**config.mk**
```make
export PLATFORM = sky130hd
export DESIGN_NAME = uart_tx_fifo_drain
export DESIGN_NICKNAME = d
export VERILOG_FILES = /design/src/rtl/uart_tx_fifo_drain.sv
export SDC_FILE = /design/constraint.sdc
export NUM_CORES = 1
export LEC_CHECK = 0
export BUFFER_PORTS_ARGS = -buffer_cell sky130_fd_sc_hd__buf_4
export CELL_PAD_IN_SITES_DETAIL_PLACEMENT = 1
export CELL_PAD_IN_SITES_GLOBAL_PLACEMENT = 1
export CORE_ASPECT_RATIO = 0.75
export CORE_MARGIN = 1.5
export CORE_UTILIZATION = 37
export CTS_CLUSTER_DIAMETER = 120
export DETAILED_ROUTE_END_ITERATION = 10
export PLACE_DENSITY_LB_ADDON = 0.1
export SYNTH_ARGS = -nofsm -noshare
export SYNTH_HDL_FRONTEND = slang
export SYNTH_SLANG_ARGS = --single-unit
```
**constraint.sdc**
```tcl
create_clock -name clk -period 1.6 [get_ports clk]
set_input_delay 0.16 -clock clk [delete_from_list [all_inputs] [get_ports clk]]
set_output_delay 0.16 -clock clk [all_outputs]
set_load 0.01 [all_outputs]
```
**src/rtl/uart_tx_fifo_drain.sv**
```systemverilog
// UART transmit serializer draining a show-ahead TX fifo: start, DBIT data bits LSB-first,
// optional parity (define UART_TX_PARITY_EN), then SB_TICK/16 stop bits, timed by a 16x s_tick.
module uart_tx_fifo_drain #(
  parameter int DBIT    = 8,
  parameter int SB_TICK = 16
) (
  input  logic            clk,
  input  logic            reset,
  input  logic            s_tick,
  input  logic            fifo_empty,
  input  logic [DBIT-1:0] fifo_rdata,
`ifdef UART_TX_PARITY_EN
  input  logic            parity_odd,
`endif
  output logic            fifo_rd,
  output logic            tx,
  output logic            tx_busy,
  output logic            tx_done_tick,
  output logic [2:0]      state_dbg
);

  localparam int SW = ($clog2(SB_TICK) > 4) ? $clog2(SB_TICK) : 4;
  localparam int NW = (DBIT > 1) ? $clog2(DBIT) : 1;
  localparam logic [SW-1:0] S_LAST    = SW'(15);
  localparam logic [SW-1:0] STOP_LAST = SW'(SB_TICK - 1);
  localparam logic [NW-1:0] N_LAST    = NW'(DBIT - 1);

  typedef enum logic [2:0] {
    IDLE   = 3'd0,
    START  = 3'd1,
    DATA   = 3'd2,
`ifdef UART_TX_PARITY_EN
    PARITY = 3'd3,
`endif
    STOP   = 3'd4
  } state_t;

  state_t          state;
  logic [SW-1:0]   s_reg;
  logic [NW-1:0]   n_reg;
  logic [DBIT-1:0] b_reg;
  logic [DBIT-1:0] b_shift;
  logic            tx_reg;
  logic            done_reg;
`ifdef UART_TX_PARITY_EN
  logic            par_reg;
`endif

  // Pop handshake: fifo_rd is high exactly while IDLE and the fifo is non-empty; the
  // head word (fifo_rdata) is captured on the same rising edge, so each pop is one clk.
  assign fifo_rd      = reset && (state == IDLE) && !fifo_empty;
  assign tx_busy      = (state != IDLE);
  assign tx           = tx_reg;
  assign tx_done_tick = done_reg;
  assign state_dbg    = state;
  assign b_shift      = b_reg >> 1;

  // tx_reg is loaded with the line value of the state being entered, so tx never glitches.
  always_ff @(posedge clk or negedge reset) begin
    if (!reset) begin
      state    <= IDLE;
      tx_reg   <= 1'b1;
      b_reg    <= '0;
      s_reg    <= '0;
      n_reg    <= '0;
      done_reg <= 1'b0;
`ifdef UART_TX_PARITY_EN
      par_reg  <= 1'b0;
`endif
    end else begin
      done_reg <= 1'b0;
      case (state)
        IDLE: begin
          tx_reg <= 1'b1;
          if (!fifo_empty) begin
            state  <= START;
            b_reg  <= fifo_rdata;
            s_reg  <= '0;
            tx_reg <= 1'b0;
`ifdef UART_TX_PARITY_EN
            par_reg <= (^fifo_rdata) ^ parity_odd;
`endif
          end
        end
        START: begin
          if (s_tick) begin
            if (s_reg == S_LAST) begin
              state  <= DATA;
              s_reg  <= '0;
              n_reg  <= '0;
              tx_reg <= b_reg[0];
            end else begin
              s_reg <= s_reg + 1'b1;
            end
          end
        end
        DATA: begin
          if (s_tick) begin
            if (s_reg == S_LAST) begin
              b_reg <= b_shift;
              s_reg <= '0;
              if (n_reg == N_LAST) begin
`ifdef UART_TX_PARITY_EN
                state  <= PARITY;
                tx_reg <= par_reg;
`else
                state  <= STOP;
                tx_reg <= 1'b1;
`endif
              end else begin
                n_reg  <= n_reg + 1'b1;
                tx_reg <= b_shift[0];
              end
            end else begin
              s_reg <= s_reg + 1'b1;
            end
          end
        end
`ifdef UART_TX_PARITY_EN
        PARITY: begin
          if (s_tick) begin
            if (s_reg == S_LAST) begin
              state  <= STOP;
              s_reg  <= '0;
              tx_reg <= 1'b1;
            end else begin
              s_reg <= s_reg + 1'b1;
            end
          end
        end
`endif
        STOP: begin
          if (s_tick) begin
            if (s_reg == STOP_LAST) begin
              state    <= IDLE;
              s_reg    <= '0;
              done_reg <= 1'b1;
              tx_reg   <= 1'b1;
            end else begin
              s_reg <= s_reg + 1'b1;
            end
          end
        end
        default: begin
          state  <= IDLE;
          tx_reg <= 1'b1;
        end
      endcase
    end
  end

endmodule

```
After elaboration in Yosys (flattened, before gate mapping)
Index checks and enable logic that the tools add are counted.
Widths: inputs -> output; s select.
{ "classes": {"addsub": 2, "eq_ne": 15, "muxes": 33, "reduce_logical": 14} }
{ "op_table": {"columns": ["op", "n"], "rows": [
  ["$mux 3", 11],
  ["$mux 8", 3],
  ["$ne 2x2->1 const B", 9],
  ["$pmux 8 s2", 1],
  ["$mux 4", 3],
  ["$pmux 3 s4", 1],
  ["$reduce_and 6->1", 2],
  ["$mux 1", 11],
  ["$pmux 4 s2", 1],
  ["$reduce_and 8->1", 1],
  ["$eq 3x3->1 const B", 2],
  ["$pmux 3 s2", 1],
  ["$reduce_bool 2->1", 3],
  ["$add 4x1->4 const B", 1],
  ["$eq 4x4->1 const B", 1],
  ["$pmux 1 s4", 1],
  ["$reduce_and 4->1", 1],
  ["$add 3x1->3 const B", 1],
  ["$eq 3x1->1 const B", 1],
  ["$eq 3x2->1 const B", 1],
  ["$logic_not 3->1", 1],
  ["$reduce_and 3->1", 1],
  ["$reduce_bool 3->1", 1],
  ["$reduce_or 3->1", 1],
  ["3 further kinds", 4]
]} }
{ "word_totals": {"reg_bits": 20, "inputBits": 12, "out_inout_bits": 7, "wordCells": 70} }

Longest topological paths before layout
Gate-level depths: netlist (run 1).
{ "logic_depth": {"depth_word": 5, "depth_mapped": 6, "depth_no_buf": 5} }

Worst setup path after synthesis (run 1)
Ideal clock, no wire load.
{ "synth_path": {"path_kind": "reg2reg", "start": "reg s_reg[0]", "end": "reg b_reg[0]", "setup_ps": 121, "t_arrival_ps": 1418, "required_time_ps": 1479, "setup_slack_ps": 62, "stages_incl_launch_ff": 7, "n_path_buf": 1, "period_less_slack_ps": 1538, "cell_sequence": "dfrtp_1 -> ha_1 -> nand4_1 -> or2_1 -> buf_6 -> o22ai_1 -> nor2_1"} }
{ "synth_via": {"elab_chain_cells": 3} }
{ "synth_lines": {"columns": ["element", "line_no", "rtl"], "rows": [
  ["start, declared", "39", "logic [SW-1:0] s_reg;"],
  ["start signal, assigned", "93", "s_reg <= s_reg + 1'b1;"],
  ["start signal, assigned", "115", "s_reg <= s_reg + 1'b1;"],
  ["start signal, assigned", "140", "s_reg <= s_reg + 1'b1;"],
  ["$eq 4x4->1", "99", "if (s_reg == S_LAST) begin"],
  ["$ne 2x2->1 (no line)", null, null],
  ["$reduce_and 4->1 (no line)", null, null],
  ["end signal, assigned", "77", "b_reg <= fifo_rdata;"],
  ["end signal, assigned", "100", "b_reg <= b_shift;"],
  ["end, declared", "41", "logic [DBIT-1:0] b_reg;"]
]} }
Every way passes these cells.
A chain may end at the register's enable or synchronous reset.

Worst setup path in the final report (run 1)
{ "layout_path": {"start": "reg state[1], in the netlist state_dbg[1]", "end": "out fifo_rd"} }
{ "layout_via": {"elab_chain_cells": 3} }
{ "layout_lines": {"columns": ["element", "line_no", "rtl"], "rows": [
  ["start, declared", "38", "state_t state;"],
  ["start signal, assigned", "61", "state <= IDLE;"],
  ["start signal, assigned", "76", "state <= START;"],
  ["start signal, assigned", "88", "state <= DATA;"],
  ["$logic_not 3->1", "51", "assign fifo_rd = reset && (state == IDLE) && !fifo_empty;"],
  ["$logic_and 1x1->1 (2 in series)", "51", null],
  ["end, declared", "15", "output logic fifo_rd,"]
]} }
Every way passes these cells.

==> results of run 1 <==
[cells in the final DEF (no fill, tap or decap), types with 3 or more instances in the layout]
master,synthesis,layout
nor2b_1,5,4
nor2_4,1,3
nor2_1,20,16
buf_4,0,42
clkbuf_8,0,4
buf_6,1,6
a22o_1,5,5
o22ai_2,0,6
nand2_1,5,5
nand3_1,3,3
dfrtp_1,19,17
[metal layers]
| layer | up-vias | global-route usage [%] | part of all wire (%) |
|---|---|---|---|
| met3 | 11 | 7.08 | 5.5 |
| met5 | - | 0 | 0 |
| met1 | 598 | 32.9 | 45 |
| met2 | 41 | 41.8 | 48 |
| li1 | 510 | - | - |
| met4 | 0 | 5.90 | 2.0 |
[power groups by stage]
stage | clock, mW | sequential, mW | combinational, mW
4_1_cts | 0.402 | 0.846 | 1.02
3_3_place_gp | 0 | 0.834 | 0.809
5_1_grt | 0.423 | 0.911 | 1.41
3_5_place_dp | 0 | 0.849 | 0.848
2_1_floorplan | 0 | 0.822 | 0.474
6_report | 0.399 | 0.892 | 1.33
[cells by family (layout without fill, tap and decap cells)]
logic type / count (synthesis) / in the layout / share of synthesized area, %
compound gates: 34 / 34 / 22.4
xor+xnor: 1 / 1 / 0.820
fa+ha+maj: 3 / 3 / 3.51
buf+inv: 6 / 55 / 3.16
flops: 20 / 20 / 47.0
simple gates: 48 / 49 / 23.2
[through the flow]
step                      setup TNS, ns  power, mW  worst slack (ns)  util [%]
final                            -0.886       2.62            -0.166      64.6
after floorplan                       0       1.30            0.0616         -
after global routing              -1.69       2.74            -0.211      64.6
after CTS                        -0.183       2.27            -0.124      59.1
after detailed placement         -0.443       1.70           -0.0735      50.5
after global placement          -0.0424       1.64           -0.0339      50.5
[critical path: cells and delay by family (launching register included)]
family / cells / cell delay [ns]
and+or+nand+nor: 3 / 0.64
DFF: 1 / 0.45
buffers and inverters: 2 / 0.25
[final timing paths]
check                               from        to  slack [ns]  cells past startpoint
min in group asynchronous          reset  n_reg[2]        0.32                      2
setup reg to reg                s_reg[1]  b_reg[4]       -0.13                      7
hold reg to reg                 b_reg[0]  b_reg[0]        0.52                      2
setup / recovery            state_dbg[1]   fifo_rd       -0.17                      5
hold / removal             fifo_rdata[7]  b_reg[7]        0.14                      3
max in group asynchronous          reset        tx        1.00                      2
[area by class of cell]
| cell class | count | share of cell area (%) |
|---|---|---|
| clock buffers | 4 | 3.18 |
| flip-flops and latches | 20 | 29.1 |
| inverters | 1 | 0.217 |
| well taps | 36 | 2.60 |
| multi-input cells | 87 | 41.9 |
| repair buffers | 50 | 23.0 |
[repair_timing]
item / in CTS / in global routing
pin swaps: 5 / 8
endpoints found under the hold margin: 19 / 0
hold buffers: 1 / 0
resized for setup: 27 / 21
setup endpoints to repair: 14 / 17
setup buffers: 7 / 6
cloned: 1 / 0
==> run_results.csv, run 1 <==
group,metric,value,unit
status,outcome,"finished, violations left",
status,violations,"negative setup slack",
synth,yosysSeqAreaShare,47.0,%
die,die_area,3220,sq um
worst_setup_path,cp_data_arrival_time,1.61,ns
synth,syn-num-nets,127,
sta,period_share,110,%
detailed_routing,vias,1160,
finish,nNetsFinal,178,
finish,largest_register_ffs,8,
worst_setup_path,crit_slowest_cell,"dfrtp_1",
global_route,grt_max_degree,22,
placement,hpwl,2.21,mm
finish,fin_cells,198,
sta,setup_violations,17,
synth,ys_warn_count,0,
finish,fin_area,1730,sq um
synth,synth-main-ff-cell,"dfrtp_1",
die,start_util,39.8,%
sta,timing_hold_violations_final,0,
synth,synth_edf_count,0,
detailed_routing,antenna_left,0,
flow_run,drv_cap,0,
die,die_x,65.1,um
cts,cts_buffers,3,
synth,synth_top_area_share,44.5,%
detailed_routing,dr.first_iter.drc_count,54,
placement,gp_congestion,0.828,
worst_setup_path,crit_chain,"buf_6, or3_4, nor2_4, and2_4, buf_6",
global_route,grt_pass1_vias,1158,
worst_setup_path,required,1.44,ns
global_route,antenna_found_initial,0,
finish,drive_gt1_share,53.7,%
finish,n_antenna_cell,0,
cts,cts_tree,"done",
sta,fin_skew,0.00605,ns
pwr,p_sw_share,39.7,%
global_route,grt_use_total,25.2,%
cts,clk_latency,0.26,ns
synth,yosys-top-cells-count,"nor2_1, dfrtp_1, o22ai_1",
min_path,holdCritPathClass,"input pin to flip-flop",
die,die_y,49.5,um
synth,async_flop_share,100,%
pwr,vdd_drop_max,0.833,mV
placement,portBuffers,18,
detailed_routing,dr.pass1.iters,4,
detailed_routing,routed_via_density,5.86,
cts,cts.sinks,20,
detailed_routing,routedWlPerCell,24.1,um
die,core_area,2680,sq um
worst_setup_path,critPathMaxFanout,4,
finish,multi_input_area,726,sq um
die,io_pins,19,
synth,synth_cells,112,
worst_setup_path,criticalPathCategory,"flip-flop to output port",
pwr,power_frac_seq,34.1,%
sta,min_period,1.77,ns
pwr,power_density,1510,nW/um^2
pwr,p_switching,1.04,mW
synth,ys_seq_elements,20,
placement,dpl.cell_count,179,
pwr,power_frac_clock,15.2,%
finish,regArea,504,sq um
worst_setup_path,cp_common_cell,"buf_6",
finish,fillers,298,
sta,worst_pin_slew,0.428,ns
die,rows,16,
worst_setup_path,cp-start-kind,"flip-flop",
synth,avgSynthCellArea,9.54,sq um
synth,synth_cell_types,39,
placement,place_area,1350,sq um
detailed_routing,drc_errors,0,
pwr,internal_power,1.58,mW
synth,synthTopCellsByArea,"dfrtp_1, nor2_1, a22o_1, o22ai_1, ha_1",
pwr,cellLeakagePower,0.770,nW
synth,yosysTopAreaCell,"dfrtp_1",
cts,cts_max_level,1,
sta,max_slew_margin,71.3,%
cts,path_clk_slew,0.08,ns
sta,setup_slack,-0.166,ns
worst_setup_path,endpoint_kind,"output port",
global_route,grt_pass1_wl,6.02,mm
synth,syn_area,1070,sq um
sta,rsz0062_at_grt,"yes",
global_route,grt-ovfl-total,0,
pwr,combPwrFrac,50.7,%
cts,cts_max_path_buffers,2,
sta,maxSlewViolCount,0,
worst_setup_path,cpPeakStageDelay,0.45,ns
detailed_routing,routed_wl,4.78,mm
sta,hold_slack,0.144,ns
synth,yosysMostFrequentCell,"nor2_1",
sta,max_freq,566,MHz
cts,cts_root_buf,"clkbuf_8",
finish,syn2layout_area_growth,62.1,%
Note: power is estimated with default switching activity, not from simulation.
==> inputs of run 2 (changes only) <==
--- a/config.mk
+++ b/config.mk
@@ -5,15 +5,16 @@
 export SDC_FILE = /design/constraint.sdc
 export NUM_CORES = 1
 export LEC_CHECK = 0
+export ABC_AREA = 1
 export BUFFER_PORTS_ARGS = -buffer_cell sky130_fd_sc_hd__buf_4
 export CELL_PAD_IN_SITES_DETAIL_PLACEMENT = 1
 export CELL_PAD_IN_SITES_GLOBAL_PLACEMENT = 1
 export CORE_ASPECT_RATIO = 0.75
 export CORE_MARGIN = 1.5
-export CORE_UTILIZATION = 37
+export CORE_UTILIZATION = 36
 export CTS_CLUSTER_DIAMETER = 120
 export DETAILED_ROUTE_END_ITERATION = 10
-export PLACE_DENSITY_LB_ADDON = 0.1
+export PLACE_DENSITY_LB_ADDON = 0.05
 export SYNTH_ARGS = -nofsm -noshare
 export SYNTH_HDL_FRONTEND = slang
 export SYNTH_SLANG_ARGS = --single-unit
==> constraint.sdc (replaced) <==
create_clock -name clk -period 1.5 [get_ports clk]
set_input_delay 0.15 -clock clk [delete_from_list [all_inputs] [get_ports clk]]
set_output_delay 0.15 -clock clk [all_outputs]
set_load 0.01 [all_outputs]
==> run_results.csv, run 2 <==
group,metric,value,unit
min_path,holdCritPathClass,"input pin to flip-flop",
die,rows,18,
finish,syn2layout_area_growth,26.1,%
worst_setup_path,endpoint_kind,"output port",
placement,gp_congestion,0.747,
detailed_routing,dr.pass1.iters,4,
cts,clk_latency,0.26,ns
worst_setup_path,rr_endpoint,"s_reg[0]",
sta,min_period,1.44,ns
global_route,grt_use_total,18.1,%
sta,period_share,95.9,%
finish,n_antenna_cell,0,
detailed_routing,routedWlPerCell,13.0,um
finish,final_common_cell,"nand2_1",
cts,cts_tree,"done",
pwr,power_density,1750,nW/um^2
sta,maxSlewViolCount,0,
worst_setup_path,cpLargestDelayFamily,"flip-flops",
worst_setup_path,cp_common_cell,"nor2_4",
sta,tns,0,ns
synth,async_flop_share,100,%
worst_setup_path,reg2reg_slack,0.12,ns
detailed_routing,drc_errors,0,
cts,cts_max_level,1,
synth,ys_warn_count,0,
worst_setup_path,worstReg2RegStart,"state_dbg[1]",
min_path,min_to,"b_reg[7]",
global_route,grt_max_degree,21,
pwr,power_frac_clock,15.1,%
sta,max_slew_margin,82.0,%
synth,avgSynthCellArea,7.69,sq um
global_route,grt-ovfl-total,0,
worst_setup_path,cp.depth,6,
sta,hold_slack,0.133,ns
synth,synth_cell_types,23,
cts,cts.sinks,20,
min_path,min_path_cells,3,
die,die_y,54.0,um
synth,yosys-top-cells-count,"nand2_1, inv_1, dfrtp_1, nand3_1, o21ai_1",
synth,yosysMostFrequentCell,"nand2_1",
cts,cts_root_buf,"clkbuf_8",
cts,cts_buffers,3,
worst_setup_path,crit_slowest_cell,"dfrtp_2",
worst_setup_path,r2r_cells,7,
worst_setup_path,critPathMaxFanout,3,
synth,synth_top_area_share,38.2,%
min_path,min_from,"fifo_rdata[7]",
placement,hpwl,2.30,mm
finish,drive_gt1_share,33.0,%
flow_run,drv_cap,0,
synth,syn_area,1250,sq um
sta,max_freq,695,MHz
worst_setup_path,criticalPathCategory,"flip-flop to output port",
sta,fin_skew,0.00350,ns
die,io_pins,19,
die,start_util,37.9,%
pwr,combPwrFrac,54.1,%
sta,setup_violations,0,
finish,final_cell_mix,"nand2_1, buf_4, inv_1",
pwr,power_frac_seq,30.8,%
finish,final_util,47.8,%
synth,synthTopCellsByArea,"dfrtp_1, nand2_1, inv_1, nand3_1, o21ai_1",
cts,path_clk_slew,0.08,ns
placement,place_ws,0.0453,ns
detailed_routing,dr.first_iter.drc_count,23,
finish,nNetsFinal,207,
global_route,antenna_found_initial,0,
synth,synth_edf_count,0,
synth,yosysTopAreaCell,"dfrtp_1",
pwr,p_sw_share,43.6,%
finish,fin_cells,231,
global_route,grt_pass1_vias,1110,
synth,ys_seq_elements,20,
worst_setup_path,required,1.35,ns
global_route,grt_pass1_wl,5.22,mm
pwr,vdd_drop_max,0.740,mV
worst_setup_path,crit_buf_inv,2,
worst_setup_path,cpPeakStageDelay,0.44,ns
detailed_routing,routed_via_density,4.66,
sta,setup_slack,0.0613,ns
detailed_routing,antenna_left,0,
placement,portBuffers,18,
synth,synth-main-ff-cell,"dfrtp_1",
die,die_area,3830,sq um
die,core_area,3290,sq um
placement,dpl.cell_count,223,
die,die_x,70.9,um
worst_setup_path,cp_data_arrival_time,1.29,ns
synth,yosysSeqAreaShare,40.3,%
worst_setup_path,crit_chain,"nor2_4, inv_2, nor2_4, nand2_4, nor2_2, buf_4",
pwr,cellLeakagePower,0.839,nW
pwr,internal_power,1.55,mW
synth,syn-num-nets,177,
worst_setup_path,cp-start-kind,"flip-flop",
cts,cts_max_path_buffers,2,
sta,timing_hold_violations_final,0,
detailed_routing,routed_wl,3.01,mm
detailed_routing,vias,1076,
pwr,p_switching,1.20,mW
status,outcome,"finished clean",
sta,worst_pin_slew,0.270,ns
synth,synth_cells,162,
finish,largest_register_ffs,8,
[run 2: cell count changes in the layout (fill, tap and decap cells not counted), moves of 4 or more]
| cell | previous run | this run |
|---|---|---|
| o22ai_2 | 6 | 0 |
| nor2b_1 | 4 | 0 |
| nand3_1 | 3 | 17 |
| inv_1 | 1 | 23 |
| buf_6 | 6 | 0 |
| nand2_2 | 0 | 6 |
| buf_4 | 42 | 28 |
| nand2_1 | 5 | 45 |
| inv_2 | 0 | 5 |
| a22o_1 | 5 | 0 |
| nor2_1 | 16 | 4 |
| o21ai_1 | 1 | 15 |
[run 2: final cells by class]
type,count,area (sq um)
tap,40,50.0
multi-input combinational,110,636
timing repair buffer,29,220
sequential,20,505
inverter,28,105
clock buffer,4,55.1
fill,416,1720
[run 2: power by group through the flow]
stage | sequential [mW] | clock, mW | combinational, mW
6_report | 0.849 | 0.416 | 1.49
2_1_floorplan | 0.853 | 0 | 0.993
3_3_place_gp | 0.837 | 0 | 1.35
5_1_grt | 0.870 | 0.443 | 1.70
3_5_place_dp | 0.841 | 0 | 1.38
4_1_cts | 0.836 | 0.428 | 1.44
[run 2: worst max path at each step]
stage                             from       end
after floorplan           state_dbg[2]  b_reg[3]
after global placement    state_dbg[2]  s_reg[3]
after detailed placement      s_reg[0]  b_reg[7]
after CTS                 state_dbg[2]   fifo_rd
after global routing      state_dbg[1]   fifo_rd
final                     state_dbg[1]   fifo_rd
[run 2: routing by layer]
metal / vias up / GRT usage (%) / share of wire (%)
li1: 566 / - / -
met3: 6 / 4.49 / 4.2
met4: 0 / 4.40 / 1.9
met1: 486 / 24.3 / 53
met5: - / 0 / 0
met2: 18 / 29.8 / 40
[run 2: tightest hold or removal path, stage by stage]
cell	delay (ns)
buf_4	0.08
nand3_1	0.06
o21ai_1	0.07
[run 2: kinds of logic (layout without fill, tap and decap cells)]
group                    after synthesis  after routing  synth area share, %
buffers and inverters                 32             61                 12.0
AND/OR/NAND/NOR                       87             87                 35.4
flip-flops                            20             20                 40.3
AO/OA/AOI/OAI                         19             19                 8.53
XOR/XNOR                               1              1                0.703
adder cells (fa/ha/maj)                3              3                 3.01
[run 2: repair_timing]
item / CTS / global route
pin swaps: 1 / 5
resized for setup: 2 / 8
endpoints found under the setup margin: 1 / 16
endpoints found under the hold margin: 19 / 0
buffers inserted: 2 / 1
hold buffers: 1 / 0
[run 2: metrics by stage]
| step | power (mW) | area, sq um |
|---|---|---|
| final | 2.76 | 1570 |
| after global routing | 3.01 | 1570 |
| after CTS | 2.71 | 1530 |
| after detailed placement | 2.22 | 1440 |
| after global placement | 2.19 | 1440 |
| after floorplan | 1.85 | 1250 |
